===== src/rtl/fifo_pkg.sv =====
// fifo_pkg: shared pointer-width helper, pointer type and default depth for the FIFO family
package fifo_pkg;
    function automatic int ptr_w(input int addrsize);
        return addrsize + 1;
    endfunction
    localparam int ADDRSIZE_DEF = 4;
    localparam int DEPTH = 1 << ADDRSIZE_DEF;
    typedef logic [ptr_w(ADDRSIZE_DEF)-1:0] ptr_t;
endpackage


===== src/rtl/fifo_ram_sync.sv =====
// fifo_ram_sync: two-port storage array, one write port and one registered read port
module fifo_ram_sync #(
    parameter int DATASIZE = 8,
    parameter int ADDRSIZE = 4
) (
    input  logic                clk,
    input  logic                rst,
    input  logic                we,
    input  logic [ADDRSIZE-1:0] waddr,
    input  logic [DATASIZE-1:0] wdata,
    input  logic                re,
    input  logic [ADDRSIZE-1:0] raddr,
    output logic [DATASIZE-1:0] rdata
);
    logic [DATASIZE-1:0] mem [1<<ADDRSIZE];
    always_ff @(posedge clk)
        if (we) mem[waddr] <= wdata;
    // only the output register is reset; the array keeps stale contents
    always_ff @(posedge clk)
        if (rst) rdata <= '0;
        else if (re) rdata <= mem[raddr];
endmodule


===== src/rtl/sync_fifo_ctrl_mem.sv =====
// sync_fifo_ctrl_mem: single-clock FIFO with registered read, occupancy, almost flags and sticky errors
module sync_fifo_ctrl_mem
    import fifo_pkg::*;
#(
    parameter int DATASIZE      = 8,
    parameter int ADDRSIZE      = 4,
    parameter int AFULL_THRESH  = (1 << ADDRSIZE) - 2,
    parameter int AEMPTY_THRESH = 2
) (
    input  logic                wclk,
    input  logic                wrst,
    input  logic                winc,
    input  logic [DATASIZE-1:0] wdata,
    input  logic                rinc,
    output logic [DATASIZE-1:0] rdata,
    output logic                rvalid,
    output logic                wfull,
    output logic                walmost_full,
    output logic                rempty,
    output logic                ralmost_empty,
    output logic [ADDRSIZE:0]   count,
    output logic                overflow,
    output logic                underflow
);
    localparam int PW = ptr_w(ADDRSIZE);
    logic [PW-1:0] wptr, rptr;
    logic we, re;
    // all flags derive from registered pointers, so winc/rinc never reach an output combinationally
    assign rempty        = wptr == rptr;
    assign wfull         = (wptr[PW-1] != rptr[PW-1]) && (wptr[PW-2:0] == rptr[PW-2:0]);
    assign count         = wptr - rptr;
    assign walmost_full  = int'(count) >= AFULL_THRESH;
    assign ralmost_empty = int'(count) <= AEMPTY_THRESH;
    assign we            = winc && !wfull;
    assign re            = rinc && !rempty;
    always_ff @(posedge wclk)
        if (wrst) begin
            wptr      <= '0;
            rptr      <= '0;
            rvalid    <= 1'b0;
            overflow  <= 1'b0;
            underflow <= 1'b0;
        end else begin
            if (we) wptr <= wptr + PW'(1);
            if (re) rptr <= rptr + PW'(1);
            rvalid    <= re;
            overflow  <= overflow | (winc & wfull);
            underflow <= underflow | (rinc & rempty);
        end
    fifo_ram_sync #(.DATASIZE(DATASIZE), .ADDRSIZE(ADDRSIZE)) u_ram (
        .clk  (wclk),
        .rst  (wrst),
        .we   (we),
        .waddr(wptr[PW-2:0]),
        .wdata(wdata),
        .re   (re),
        .raddr(rptr[PW-2:0]),
        .rdata(rdata)
    );
endmodule


===== config.mk =====
export PLATFORM = sky130hd
export DESIGN_NAME = sync_fifo_ctrl_mem
export DESIGN_NICKNAME = d
export VERILOG_FILES = /design/src/rtl/fifo_pkg.sv /design/src/rtl/fifo_ram_sync.sv /design/src/rtl/sync_fifo_ctrl_mem.sv
export SDC_FILE = /design/constraint.sdc
export NUM_CORES = 1
export LEC_CHECK = 0
export ABC_AREA = 1
export CAP_MARGIN = 5
export CORE_AREA = 4 4 115 117
export CTS_CLUSTER_SIZE = 14
export DETAILED_ROUTE_END_ITERATION = 6
export DIE_AREA = 0 0 119 121
export HOLD_SLACK_MARGIN = 0.06
export MAX_ROUTING_LAYER = met4
export PLACE_DENSITY = 0.72
export REMOVE_ABC_BUFFERS = 1
export SLEW_MARGIN = 20
export SYNTH_ARGS = -nofsm -noshare
export SYNTH_HDL_FRONTEND = slang
export SYNTH_SLANG_ARGS = --single-unit

===== constraint.sdc =====
create_clock -name wclk -period 4.5 [get_ports wclk]
set_clock_uncertainty 0.1 [all_clocks]
set_input_delay 0.45 -clock wclk [delete_from_list [all_inputs] [get_ports wclk]]
set_output_delay 0.45 -clock wclk [all_outputs]
set_load 0.02 [all_outputs]

==> results.sh, run 1 <==
export IMPL_syn_to_final_growth_pct=14.7
export IMPL_drc=0
export IMPL_drtAntennaViolNets=0
export IMPL_synth_top_area_share_pct=58.7
export IMPL_yosysTopAreaCell="edfxtp_1"
export IMPL_startpoint="rptr[2]"
export IMPL_num_rows=41
export IMPL_via_per_inst=5.19
export IMPL_drive_gt1_share_pct=6.38
export IMPL_slew_viol_final=0
export IMPL_wl_per_cell_microns=16.7
export IMPL_hold_worst_slack_ps=363
export IMPL_cts_tree="done"
export IMPL_ff2ff_path_depth=9
export IMPL_syn_cell_area_sq_mm=0.00654
export IMPL_die_w_microns=119
export IMPL_worstPathRequired_ps=3950
export IMPL_ys_ff_latch=149
export IMPL_ys_seq_area_share_pct=65.2
export IMPL_final_cell_mix="183 x nand2_1, 128 x edfxtp_1, 97 x inv_1, 93 x nand3_1, 31 x clkdlybuf4s50_1"
export IMPL_finalSetupViolations=0
export IMPL_mostFrequentLayoutCell="nand2_1"
export IMPL_fmax_ghz=0.279
export IMPL_cts_resized_gates=0
export IMPL_finalCritPeriodShare_pct=79.7
export IMPL_dp_cells=830
export IMPL_power_leakage_nw=3.06
export IMPL_min_period_ps=3580
export IMPL_clk_path_buf_depth=2
export IMPL_gp_congestion=0.918
export IMPL_layoutNonFillerInstCount=862
export IMPL_cts_root_buf="clkbuf_16"
export IMPL_die_area_sq_mm=0.0144
export IMPL_post_cts_setup_buffer_count=0
export IMPL_hold_depth=2
export IMPL_design_core_area_sq_mm=0.0124
export IMPL_critPathKind="reg -> out"
export IMPL_tns_ps=0
export IMPL_htree_levels=4
export IMPL_clk_latency_ps=420
export IMPL_routed_via_count=4471
export IMPL_yosysWarnings=0
export IMPL_grtUsageTotal_pct=21.9
export IMPL_relSlewSlack_pct=29.8
export IMPL_syn_mean_instance_area_sq_um=10.0
export IMPL_max_cap_violations=0
export IMPL_synth_cell_types=27
export IMPL_hold_path_class="reg -> reg"
export IMPL_layout_nets=699
export IMPL_first_global_vias=4357
export IMPL_port_buffers=31
export IMPL_clk_pin_slew_ps=60
export IMPL_worst_hold_startpoint="overflow"
export IMPL_cts_sinks=149
export IMPL_cp_data_arrival_time_ps=3030
export IMPL_ctsHoldBuffers=0
export IMPL_start_kind="flip-flop"
export IMPL_grt_ovfl_total=0
export IMPL_drtIter0Drc=434
export IMPL_antenna_found_initial=0
export IMPL_synthCells=651
export IMPL_ir_drop_v=0.000356
export IMPL_grt_pass1_wl_mm=23.0
export IMPL_dp_hpwl_mm=9.45
export IMPL_fin_util_pct=60.7
export IMPL_status="complete, no violations"
export IMPL_r2r_start="rptr[2]"
export IMPL_ys_top_cells_by_area="edfxtp_1 59%, nand2_1 10%, nand3_1 7.1%"
export IMPL_worstMarginPinSlew_ps=1050
export IMPL_rsz0062_at_grt="false"
export IMPL_die_y_microns=121
export IMPL_dr_pass1_iters=5
export IMPL_design_portCount=32
export IMPL_wl_mm=14.4
export IMPL_initial_core_util_pct=52.9
export IMPL_cts_buffers=17
export IMPL_hold_viol=0
export IMPL_p_per_area_mw_per_mm2=466
export IMPL_grt_max_degree=68
export IMPL_end_kind="output pin"
export IMPL_worstPathMaxFanout=12
export IMPL_n_antenna_cell=0
## cell families after synthesis
| kind of cell | synth area share (%) |
|---|---|
| DFF | 65.2 |
| AOI/OAI and AO/OA | 3.46 |
| and+or+nand+nor | 20.3 |
| buffers and inverters | 8.24 |
| xor gates and xnor gates | 0.803 |
| adders and majority gates | 2.03 |
## per-stage QoR
stage / instance area [sq um] / worst slack, ps / power, mW
floorplan: 6390 / 936 / 1.93
global placement: 6930 / 1460 / 2.16
detailed placement: 6930 / 1390 / 2.17
CTS: 7500 / 922 / 3.51
global route: 7500 / 644 / 3.65
finish: 7500 / 915 / 3.50
## synth_stat cells, drive strengths merged
master,number
a21oi,29
buf,22
clkbuf,4
clkinv,1
dfxtp,21
edfxtp,128
fa,1
ha,9
inv,102
nand2,187
nand3,95
nor2,30
nor3,1
o21ai,14
o21bai,1
xor2,6
## area by class of cell
| type | instances | area (sq um) |
|---|---|---|
| fill | 1000 | 4860 |
| tap | 172 | 215 |
| clock inverter | 10 | 105 |
| sequential | 149 | 4270 |
| multi-input combinational | 373 | 1740 |
| timing repair buffer | 33 | 325 |
| clock buffer | 22 | 464 |
| inverter | 103 | 389 |
## flip-flops by register name, summed over array words and instances, names as in the netlist
name / flops
rptr: 5
u_ram.rdata: 8
rvalid: 1
wptr: 5
overflow: 1
underflow: 1
u_ram.mem: 128
## report_power, final
group / switching [mW] / internal, mW
Clock: 0.517 / 0.838
Sequential: 0.0248 / 1.54
Combinational: 0.383 / 0.196
## metal layers
metal	vias to the layer above	share of wire [%]	track usage, %
met3	34	5.0	4.90
met2	139	48	35.1
met4	0	3.0	9.34
met1	2122	43	27.1
met5	-	0	-
li1	2176	-	-
## worst max-delay path, stage by stage (launching register included)
cell and delay (ps):
dfxtp_1 560, inv_1 290, ha_1 450, nand2_2 100, o21ai_0 200, xor2_1 250, nand2_1 70, nor2_1 80
clkdlybuf4s50_1 600
## path summary, 6_finish.rpt
check	endpoint	slack (ps)
min reg2reg	overflow	360
max reg2reg	u_ram.mem[2][1]	1480
max	ralmost_empty	920
min	overflow	360
Power figures use the tool's default switching activity.
==> run 2: changes to the inputs <==
- CORE_AREA: 4 4 115 117 -> 4 4 116 118
- DIE_AREA: 0 0 119 121 -> 0 0 120 122
- PLACE_DENSITY: 0.72 -> 0.74
- clock period: 4.5 -> 2.9 ns (I/O delays scaled with it)
==> results.sh, run 2 (same netlist as run 1, synthesis figures left out) <==
export IMPL_max_cap_violations=0
export IMPL_largest_register="u_ram.mem"
export IMPL_drc=0
export IMPL_r2r_start="rptr[3]"
export IMPL_hold_depth=2
export IMPL_design_core_area_sq_mm=0.0125
export IMPL_largest_reg_flops=128
export IMPL_wl_per_cell_microns=15.7
export IMPL_worstPathRequired_ps=2510
export IMPL_initial_core_util_pct=52.5
export IMPL_cts_root_buf="clkbuf_16"
export IMPL_drive_gt1_share_pct=9.27
export IMPL_slew_viol_final=0
export IMPL_final_cell_mix="183 x nand2_1, 128 x edfxtp_1, 97 x inv_1, 93 x nand3_1, 29 x nor2_1"
export IMPL_gp_congestion=0.912
export IMPL_die_w_microns=120
export IMPL_dp_hpwl_mm=8.96
export IMPL_design_portCount=32
export IMPL_start_kind="flip-flop"
export IMPL_worst_hold_startpoint="overflow"
export IMPL_routed_via_count=4455
export IMPL_fin_total_pwr_mw=5.44
export IMPL_layoutNonFillerInstCount=884
export IMPL_p_per_area_mw_per_mm2=709
export IMPL_status="complete, no violations"
export IMPL_relSlewSlack_pct=49.8
export IMPL_regArea_sq_mm=0.00427
export IMPL_drtIter0Drc=393
export IMPL_whs_endpoint="overflow"
export IMPL_via_per_inst=5.04
export IMPL_mostFrequentLayoutCell="nand2_1"
export IMPL_grt_pass1_wl_mm=22.3
export IMPL_worstMarginPinSlew_ps=754
export IMPL_drtAntennaViolNets=0
export IMPL_grtUsageTotal_pct=20.7
export IMPL_critPathKind="reg -> out"
export IMPL_min_period_ps=2720
export IMPL_htree_levels=4
export IMPL_port_buffers=31
export IMPL_finalCritPeriodShare_pct=93.8
export IMPL_clk_latency_ps=420
export IMPL_power_leakage_nw=3.18
export IMPL_tns_ps=0
export IMPL_cts_sinks=149
export IMPL_worstPathMaxFanout=7
export IMPL_rsz0062_at_grt="false"
export IMPL_die_y_microns=122
export IMPL_place_area_sq_mm=0.00711
export IMPL_end_kind="output pin"
export IMPL_r2r_slack_ps=570
export IMPL_cts_tree="done"
export IMPL_clk_path_buf_depth=2
export IMPL_finalSetupViolations=0
export IMPL_num_fill_cells=986
export IMPL_syn_to_final_growth_pct=17.3
export IMPL_multi_input_area_sq_mm=0.00174
export IMPL_die_area_sq_mm=0.0146
export IMPL_grt_max_degree=68
export IMPL_fin_area_sq_mm=0.00767
export IMPL_r2r_end="u_ram.mem[0][0]"
export IMPL_antenna_found_initial=0
export IMPL_hold_viol=0
export IMPL_ff2ff_path_depth=10
export IMPL_top_regs="u_ram.mem (128), u_ram.rdata (8)"
export IMPL_cp_data_arrival_time_ps=2330
export IMPL_dp_cells=853
export IMPL_layout_nets=723
export IMPL_grt_ovfl_total=0
export IMPL_dr_pass1_iters=5
export IMPL_ctsHoldBuffers=0
export IMPL_fin_util_pct=61.6
export IMPL_ir_drop_v=0.000411
export IMPL_num_rows=41
export IMPL_first_global_vias=4396
export IMPL_hold_path_class="reg -> reg"
export IMPL_n_antenna_cell=0
export IMPL_cts_buffers=17
export IMPL_wl_mm=13.9
export IMPL_fmax_ghz=0.368
export IMPL_clk_pin_slew_ps=50
run 2: cell count changes in the layout (fill, tap and decap cells not counted), sizes merged:
cell,change
clkinv,-2
buf,+24
clkdlybuf4s50,-4
clkinvlp,+2
clkbuf,-1
dlygate4sd2,+1
bufinv,+1
dlymetal6s2s,+1
run 2: per-layer routing:
metal  routed length [microns]  GRT usage [%]  part of all wire [%]
met1                      6070           26.0                    44
met2                      6930           33.7                    50
met4                       263           7.59                   1.9
met5                         0              -                     0
met3                       652           4.27                   4.7
run 2: through the flow:
step | setup WS, ps | hold WS (ps)
3_5_place_dp | 263 | 345
3_3_place_gp | 333 | 336
2_1_floorplan | -504 | 259
5_1_grt | 71.0 | 361
4_1_cts | 96.7 | 353
6_report | 181 | 348
run 2: worst max-delay path by stage:
stage	from	endpoint	cells past startpoint
after floorplan	rptr[0]	walmost_full	6
after global placement	wptr[0]	walmost_full	9
after detailed placement	wptr[0]	ralmost_empty	9
after CTS	wptr[0]	ralmost_empty	9
after global routing	wptr[2]	count[3]	6
final	wptr[2]	count[3]	6
run 2: where the power goes:
| part | total [mW] | internal, mW | switching (mW) |
|---|---|---|---|
| sequential | 2.41 | 2.38 | 0.0280 |
| clock | 2.12 | 1.33 | 0.792 |
| combinational | 0.908 | 0.313 | 0.595 |
| total | 5.44 | 4.03 | 1.42 |
run 2: area by class of cell:
| type | count | share of cell area [%] |
|---|---|---|
| clock buffers | 19 | 5.64 |
| clock inverters | 11 | 1.78 |
| inverters | 103 | 5.07 |
| multi-input cells | 373 | 22.7 |
| flip-flops and latches | 149 | 55.6 |
| well taps | 172 | 2.80 |
| repair buffers | 57 | 6.47 |
run 2: repair_timing:
item                                    in CTS  in global routing
resized for setup                            3                  5
pin swaps                                    0                  1
endpoints found under the setup margin       3                  4
setup buffers                                0                  1
run 2: critical path, stage by stage (launching register included):
cell,delay [ps]
dfxtp_1,440
ha_1,340
a21oi_1,160
o21ai_0,120
xor2_1,190
inv_1,70
clkdlybuf4s50_1,600
